### src/rtl/regfile_pkg.sv
// Shared constants and bus-slicing helpers for the multi-port scoreboarded register file.
package regfile_pkg;

    localparam int DATA_W_DEF = 32;
    localparam int ADDR_W_DEF = 5;
    localparam int REG_ZERO   = 0;

    // LSB position of port k inside a packed multi-port bus of w-bit lanes
    function automatic int port_slice_lsb(input int k, input int w);
        return k * w;
    endfunction

endpackage

### src/rtl/regfile_scoreboard.sv
// Per-register busy scoreboard: claim at issue, release at writeback, claim wins a same-cycle tie.
module regfile_scoreboard
    import regfile_pkg::*;
#(
    parameter int ADDR_W   = ADDR_W_DEF,
    parameter int ZERO_REG = 1
) (
    input  logic                 clk,
    input  logic                 rst_n,
    input  logic                 claim_en,
    input  logic [ADDR_W-1:0]    claim_addr,
    input  logic                 wr0_en,
    input  logic [ADDR_W-1:0]    wr0_addr,
    input  logic                 wr1_en,
    input  logic [ADDR_W-1:0]    wr1_addr,
    output logic [2**ADDR_W-1:0] busy_vec
);

    localparam int DEPTH = 2 ** ADDR_W;

    logic [DEPTH-1:0] busy_q;
    logic [DEPTH-1:0] busy_d;

    // Next busy state: the newer producer (claim) outranks the retiring one (write)
    always_comb begin
        busy_d = busy_q;
        for (int i = 0; i < DEPTH; i++) begin
            if (claim_en && (claim_addr == ADDR_W'(i))) begin
                busy_d[i] = 1'b1;
            end else if ((wr0_en && (wr0_addr == ADDR_W'(i))) ||
                         (wr1_en && (wr1_addr == ADDR_W'(i)))) begin
                busy_d[i] = 1'b0;
            end else begin
                busy_d[i] = busy_q[i];
            end
        end
        if (ZERO_REG != 0) begin
            busy_d[REG_ZERO] = 1'b0;
        end else begin
            busy_d[REG_ZERO] = busy_d[REG_ZERO];
        end
    end

    // Busy state register
    always_ff @(posedge clk or negedge rst_n) begin
        if (!rst_n) begin
            busy_q <= {DEPTH{1'b0}};
        end else begin
            busy_q <= busy_d;
        end
    end

    assign busy_vec = busy_q;

endmodule

### src/rtl/regfile_mp_sb.sv
// Dual-write, multi-read register file with write-to-read bypass and busy scoreboard.
module regfile_mp_sb
    import regfile_pkg::*;
#(
    parameter int DATA_W   = DATA_W_DEF,
    parameter int ADDR_W   = ADDR_W_DEF,
    parameter int NUM_RD   = 2,
    parameter int ZERO_REG = 1
) (
    input  logic                     clk,
    input  logic                     rst_n,
    input  logic [NUM_RD*ADDR_W-1:0] rd_addr,
    output logic [NUM_RD*DATA_W-1:0] rd_data,
    output logic [NUM_RD-1:0]        rd_busy,
    input  logic                     wr0_en,
    input  logic [ADDR_W-1:0]        wr0_addr,
    input  logic [DATA_W-1:0]        wr0_data,
    input  logic                     wr1_en,
    input  logic [ADDR_W-1:0]        wr1_addr,
    input  logic [DATA_W-1:0]        wr1_data,
    input  logic                     claim_en,
    input  logic [ADDR_W-1:0]        claim_addr,
    output logic [2**ADDR_W-1:0]     busy_vec
);

    localparam int DEPTH = 2 ** ADDR_W;

    logic [DATA_W-1:0] mem_q [DEPTH];
    logic [DATA_W-1:0] mem_d [DEPTH];

    regfile_scoreboard #(
        .ADDR_W   (ADDR_W),
        .ZERO_REG (ZERO_REG)
    ) u_scoreboard (
        .clk        (clk),
        .rst_n      (rst_n),
        .claim_en   (claim_en),
        .claim_addr (claim_addr),
        .wr0_en     (wr0_en),
        .wr0_addr   (wr0_addr),
        .wr1_en     (wr1_en),
        .wr1_addr   (wr1_addr),
        .busy_vec   (busy_vec)
    );

    // Storage next state: wr1 is applied last so it wins an address collision
    always_comb begin
        mem_d = mem_q;
        if (wr0_en) begin
            mem_d[wr0_addr] = wr0_data;
        end else begin
            mem_d = mem_d;
        end
        if (wr1_en) begin
            mem_d[wr1_addr] = wr1_data;
        end else begin
            mem_d = mem_d;
        end
        if (ZERO_REG != 0) begin
            mem_d[REG_ZERO] = {DATA_W{1'b0}};
        end else begin
            mem_d = mem_d;
        end
    end

    // Storage register array
    always_ff @(posedge clk or negedge rst_n) begin
        if (!rst_n) begin
            for (int i = 0; i < DEPTH; i++) begin
                mem_q[i] <= {DATA_W{1'b0}};
            end
        end else begin
            mem_q <= mem_d;
        end
    end

    for (genvar k = 0; k < NUM_RD; k++) begin : g_rd
        localparam int A_LSB = port_slice_lsb(k, ADDR_W);
        localparam int D_LSB = port_slice_lsb(k, DATA_W);

        logic [ADDR_W-1:0] addr_s;
        logic [DATA_W-1:0] data_s;
        logic              busy_s;

        assign addr_s = rd_addr[A_LSB +: ADDR_W];

        // Read mux: a same-cycle write is forwarded and hides the busy flag
        always_comb begin
            data_s = mem_q[addr_s];
            busy_s = busy_vec[addr_s];
            if ((ZERO_REG != 0) && (addr_s == ADDR_W'(REG_ZERO))) begin
                data_s = {DATA_W{1'b0}};
                busy_s = 1'b0;
            end else if (wr1_en && (wr1_addr == addr_s)) begin
                data_s = wr1_data;
                busy_s = 1'b0;
            end else if (wr0_en && (wr0_addr == addr_s)) begin
                data_s = wr0_data;
                busy_s = 1'b0;
            end else begin
                data_s = mem_q[addr_s];
                busy_s = busy_vec[addr_s];
            end
        end

        assign rd_data[D_LSB +: DATA_W] = data_s;
        assign rd_busy[k]               = busy_s;
    end

endmodule
### config.mk
export PLATFORM = sky130hd
export DESIGN_NAME = regfile_mp_sb
export DESIGN_NICKNAME = d
export VERILOG_FILES = /design/src/rtl/regfile_pkg.sv /design/src/rtl/regfile_scoreboard.sv /design/src/rtl/regfile_mp_sb.sv
export SDC_FILE = /design/constraint.sdc
export NUM_CORES = 2
export LEC_CHECK = 0
export BUFFER_PORTS_ARGS = -buffer_cell sky130_fd_sc_hd__buf_2
export CAP_MARGIN = 15
export CELL_PAD_IN_SITES_DETAIL_PLACEMENT = 1
export CELL_PAD_IN_SITES_GLOBAL_PLACEMENT = 1
export CORE_MARGIN = 10
export CORE_UTILIZATION = 46
export DETAILED_ROUTE_END_ITERATION = 12
export PLACE_DENSITY_LB_ADDON = 0.12
export SYNTH_ARGS = -nofsm -noshare
export SYNTH_HDL_FRONTEND = slang
export SYNTH_SLANG_ARGS = --single-unit
### constraint.sdc
create_clock -name clk -period 2.3 [get_ports clk]
set_input_delay 0.23 -clock clk [delete_from_list [all_inputs] [get_ports clk]]
set_output_delay 0.23 -clock clk [all_outputs]
set_load 0.1 [all_outputs]
* Yosys cells after proc, flatten, opt, wreduce, memory -nomap -nowiden *
Index checks and enable logic that the tools add are counted.

storage, ports and cells
  register bits = 1,023
  input port bits = 94
  output and inout bits = 98
  logic and storage cells = 426

operators by class
  $lt $le $gt $ge = 8
  equality and inequality tests = 97
  mux-type cells = 92
  bitwise logic cells = 4
  reduce and logical (&&, ||, !) cells = 163

operators with widths
  operator                                            number
  bitwise mux 1024 bit                                2
  2-to-1 mux 1024 bit                                 1
  2-to-1 mux 992 bit                                  1
  2-to-1 mux 32 bit                                   12
  binary-select mux 32 bit (select 5 bit)             2
  demux 32 bit (select 5 bit)                         2
  == test 5 bit, second input constant                48
  == test 5 x 4 -> 1 bit, second input constant       24
  logical AND 1 bit                                   99
  2-to-1 mux 1 bit                                    70
  nonzero test 2 bit                                  31
  == test 5 x 3 -> 1 bit, second input constant       12
  logical OR 1 bit                                    31
  == test 5 x 2 -> 1 bit, second input constant       6
  >= comparator 6 bit, second input constant          4
  inverter 5 -> 6 bit                                 4
  == test 5 bit                                       4
  == test 5 x 1 -> 1 bit, second input constant       3
  < comparator 5 x 6 -> 1 bit, second input constant  2
  < comparator 6 x 1 -> 1 bit, second input constant  2
  binary-select mux 1 bit (select 5 bit)              2
  zero test 5 bit                                     2

* Longest topological paths before layout *
  depth in word-level cells = 9
  gate-level depth with buffers = 10
  gate-level depth less buffers = 5

* Hierarchy *
Synthesis repeated with hierarchy kept, for this count alone.

second synthesis, totals
  cells, all modules = 6,418
  area, all modules = 66,349.9 sq um

modules (own cells, without submodules)
  module              times used  cells an instance  area each (sq um)  sequential area each (sq um)
  regfile_mp_sb       1           6,265              64,660.8           24,823.8
  regfile_scoreboard  1           153                1,689.1            775.7

* Worst setup path before layout *
OpenSTA, ideal clock, no wires.

  path kind = input -> output
  from = in rd_addr[5]
  to = out rd_data[52]
  data arrival time = 4,586 ps
  required time = 2,070 ps
  setup slack = -2,516 ps
  cell stages on the path = 7
  buffers on the path = 3
  cells stage by stage = buf_2 -> buf_2 -> nor2b_1 -> clkbuf_1 -> a221oi_1 -> o32a_1 -> o41ai_1

on the way
  word-level cells in the longest chain between the ends = 7
  elaborated cells between the ends (all ways) = 12
  classes of those cells = eq/ne (2); mux (6); bitwise (1); reduce/logical (3)

RTL lines
  item                                                   RTL line              source
  start, declared                                        regfile_mp_sb.sv:12   input logic [NUM_RD*ADDR_W-1:0] rd_addr,
  inverter 5 -> 6 bit (implied by the code)              regfile_mp_sb.sv:101  data_s = mem_q[addr_s];
  binary-select mux 32 bit (select 5 bit)                regfile_mp_sb.sv:101
  2-to-1 mux 32 bit (implied by the code) (2 in series)  regfile_mp_sb.sv:101
  2-to-1 mux 32 bit                                      regfile_mp_sb.sv:97   end else if (wr0_en && (wr0_addr == addr_s)) begin
  2-to-1 mux 32 bit                                      regfile_mp_sb.sv:94   end else if (wr1_en && (wr1_addr == addr_s)) begin
  2-to-1 mux 32 bit (*)                                  regfile_mp_sb.sv:91   if ((ZERO_REG != 0) && (addr_s == ADDR_W'(REG_ZERO))) begin
  end, declared                                          regfile_mp_sb.sv:13   output logic [NUM_RD*DATA_W-1:0] rd_data,

Every way passes the cells marked *; elsewhere a longest branch is shown, timed or not. The select of a mux whose other input is x is not followed.

* Worst setup path after layout *
  from = reg mem_q[514] in the netlist's numbering
  to = out rd_data[2]

on the way
  word-level cells in the longest chain between the ends = 6

RTL lines
  item                                                   RTL line              source
  start, declared                                        regfile_mp_sb.sv:28   logic [DATA_W-1:0] mem_q [DEPTH];
  start signal, assigned by index                        regfile_mp_sb.sv:70   mem_q[i] <= {DATA_W{1'b0}};
  start signal, assigned                                 regfile_mp_sb.sv:73   mem_q <= mem_d;
  binary-select mux 32 bit (select 5 bit)                regfile_mp_sb.sv:101
  2-to-1 mux 32 bit (implied by the code) (2 in series)  regfile_mp_sb.sv:101
  2-to-1 mux 32 bit                                      regfile_mp_sb.sv:97
  2-to-1 mux 32 bit                                      regfile_mp_sb.sv:94
  2-to-1 mux 32 bit                                      regfile_mp_sb.sv:91

No other way between the ends. The select of a mux whose other input is x is not followed.

==> reports/metrics.csv <==
metric;value;unit
Ys Warns;0;
placed cell area;77700;µm²
number of global-route vias before repair;65263;
Die W;398;µm
worst skew pair latency;0.78;ns
Worst Max-Slew Pin Slew;0.825;ns
Via density;6.98;
period utilisation layout;137;%
Post-Syn Area;65600;µm²
DPL Wire Length;222;mm
min Tclk post-route;3.14;ns
root buf cell;clkbuf_16;
worst path bufs/invs;1;
core area;142000;µm²
cells along the critical path;mux4_2 > mux2_4 > a211oi_4 > o41ai_4 > buf_12;
largest net degree at the start of global routing;99;
CTS Buf Count;121;
Die H;398;µm
layout cell share with drive strength beyond 1;29.2;%
Clock Skew;0;ns
share of Yosys cell area claimed by the top area cell type;39.0;%
Mapped Nets;6668;
Synth area leader;dfrtp_1;
Die ar.;158000;µm²
H-tree depth;3;
slowest stage delay, CP;0.48;ns
number of synthesized flops with an enable pin;0;
CP Class;reg -> out;
asr flop ratio synth;100;%
Final Hold Viols;0;
max-slew violation count;0;
Post-Place Cells;8672;
Slew headroom;44.8;%
Syn Area/Cell;9.99;µm²
Rows;138;
CTS max path bufs;3;
WP data arrival;2.91;ns
RSZ-0062 raised after global routing;yes;
ys flop type;dfrtp_1;
1st-iter DRT viols;7170;
via count;63065;
Clock Sinks;1023;
Yosys cell types;63;
worst ir drop on vdd;0.791;mV
Cell Count, Final, Fillers Out;9030;
initial antenna violation count;14;
design area;84300;µm²
Starting Density;46.4;%
Initial DRT Pass Iterations;6;
endpoint type of the worst setup path;output pin;
family with the most delay on the worst path;multiplexers;
CP max FO;3;
Final Util;59.5;%
failing checks;setup timing;
synth cell count leaders;1345 x mux2i_1, 1023 x dfrtp_1, 578 x nand2_1;
Routed WL;334;mm
#FFs+latches synth;1023;
Filler cells;14740;
setup TNS;-36.74;ns
Hold WC Path Type;in -> reg;
WHS;0.0276;ns
outcome;finished, violations left;
Layout Nets;7122;
Leakage Power;0.0372;µW
final setup margin;-0.844;ns
# setup viols final;66;
worst endpoint required time;2.07;ns
# DRC;0;
Syn-to-layout area delta;28.4;%
pwr dens;861;nW/µm²
fmax;0.318;GHz
Area contributors post-synth;dfrtp_1 39%, mux2i_1 21%, mux4_2 10%;
max cap viols;0;
CTS tree;built;
routed len/inst;37.0;µm
IO Port Bufs;190;
Clock transition at path regs;0.06;ns
post-synthesis sequential area ratio;39.0;%
top-count cell post-synth;mux2i_1;
global-route wire length before repair;476;mm
cells after synthesis;6574;
Worst setup SP type;register;
Reg2Reg Setup Slack;0.95;ns
IO Pins;192;
GRT Total Usage;41.0;%
gpl congestion;0.962;
Worst path slowest cell;mux4_2;
post-route ant nets;0;
Congestion Overflow GR;0;
## routing by layer
metal / wire [µm] / track usage [%] / vias to the layer above
met5: 35 / 0 / -
met4: 25700 / 26.5 / 6
met3: 40900 / 12.9 / 1324
met2: 141000 / 59.2 / 4333
met1: 126000 / 52.8 / 32513
li1: - / - / 24889
## placed cells by master (no fill, tap or decap), types with 30 or more instances in the layout
cell and n:
clkbuf_16 123, mux4_2 295, a21oi_1 532, mux2_2 66
o41ai_4 46, buf_6 43, dlygate4sd3_1 32, o22ai_1 175
a32oi_1 52, mux2i_1 1331, dfrtp_1 993, buf_12 312
nor3_1 76, buf_2 116, nor2_1 551, a221oi_1 44
o21ai_0 480, clkbuf_8 35, nand2_1 543, dfrtp_2 30
nor2b_1 56, buf_4 652, mux2_4 32
## report_power, final
group / leakage [µW] / total (µW) / internal (µW) / switching (µW)
clock: 0.00210 / 21000 / 12300 / 8680
sequential: 0.0124 / 27000 / 22800 / 4200
combinational: 0.0227 / 24600 / 11500 / 13100
total: 0.0372 / 72600 / 46600 / 26000
## state kept, by name, summed over array words and instances (netlist names)
signal and cells:
mem_q 992, u_scoreboard.busy_vec 31
## worst reg2reg max path: cells and delay by family, from the launching register on
| kind | cells | cell delay (ns) |
|---|---|---|
| flops | 1 | 0.42 |
| compound gates | 2 | 0.25 |
| buf+inv | 1 | 0.56 |
## metrics by stage
step	total power (µW)	worst slack, ns
after floorplan	40700	-0.520
after CTS	71500	-0.796
final	72600	-0.844
after global placement	48300	-0.672
after global routing	75200	-0.835
after detailed placement	49500	-0.686
## final timing paths
kind                                                        endpoint  cells after the start                                 start
worst min-delay path                            mem_q[493]$_DFF_PN0_                      3                          wr0_data[13]
worst max register to register                  mem_q[638]$_DFF_PN0_                      3                  mem_q[638]$_DFF_PN0_
min in group asynchronous                       mem_q[797]$_DFF_PN0_                      2                                 rst_n
max in group asynchronous                       mem_q[232]$_DFF_PN0_                      4                                 rst_n
worst max-delay path                                      rd_data[2]                      5                  mem_q[514]$_DFF_PN0_
worst min register to register  u_scoreboard.busy_vec[8]$_DFFE_PN0P_                      1  u_scoreboard.busy_vec[8]$_DFFE_PN0P_
## final cells by class
class,count,area (µm²),share of cell area [%]
antenna,9,22.5,0.0267
sequential,1023,25600,30.4
timing repair buffer,1163,12700,15.1
clock buffer,178,3610,4.29
inverter,17,63.8,0.0757
multi-input combinational,4702,39300,46.6
clock inverter,48,624,0.741
tap,1890,2360,2.81
## kinds of logic (layout without fill, tap and decap cells)
group                     Yosys count  after routing  share of synthesized area, %
and+or+nand+nor                  1402           1402                          8.89
buffers and inverters             849           1406                          5.75
muxes                            1738           1738                          32.3
AOI/OAI and AO/OA                1541           1541                          13.8
DFF                              1023           1023                          39.0
xor gates and xnor gates           20             20                         0.267
other                               1             10                       0.00571
## timing repair
item	CTS	global route
gates cloned	0	1
endpoints found under the hold margin	558	0
setup endpoints to repair	66	66
pin swaps	126	65
gates resized for setup	197	73
hold buffers	32	0
buffers inserted	55	48
Note: power is estimated with default switching activity, not from simulation.
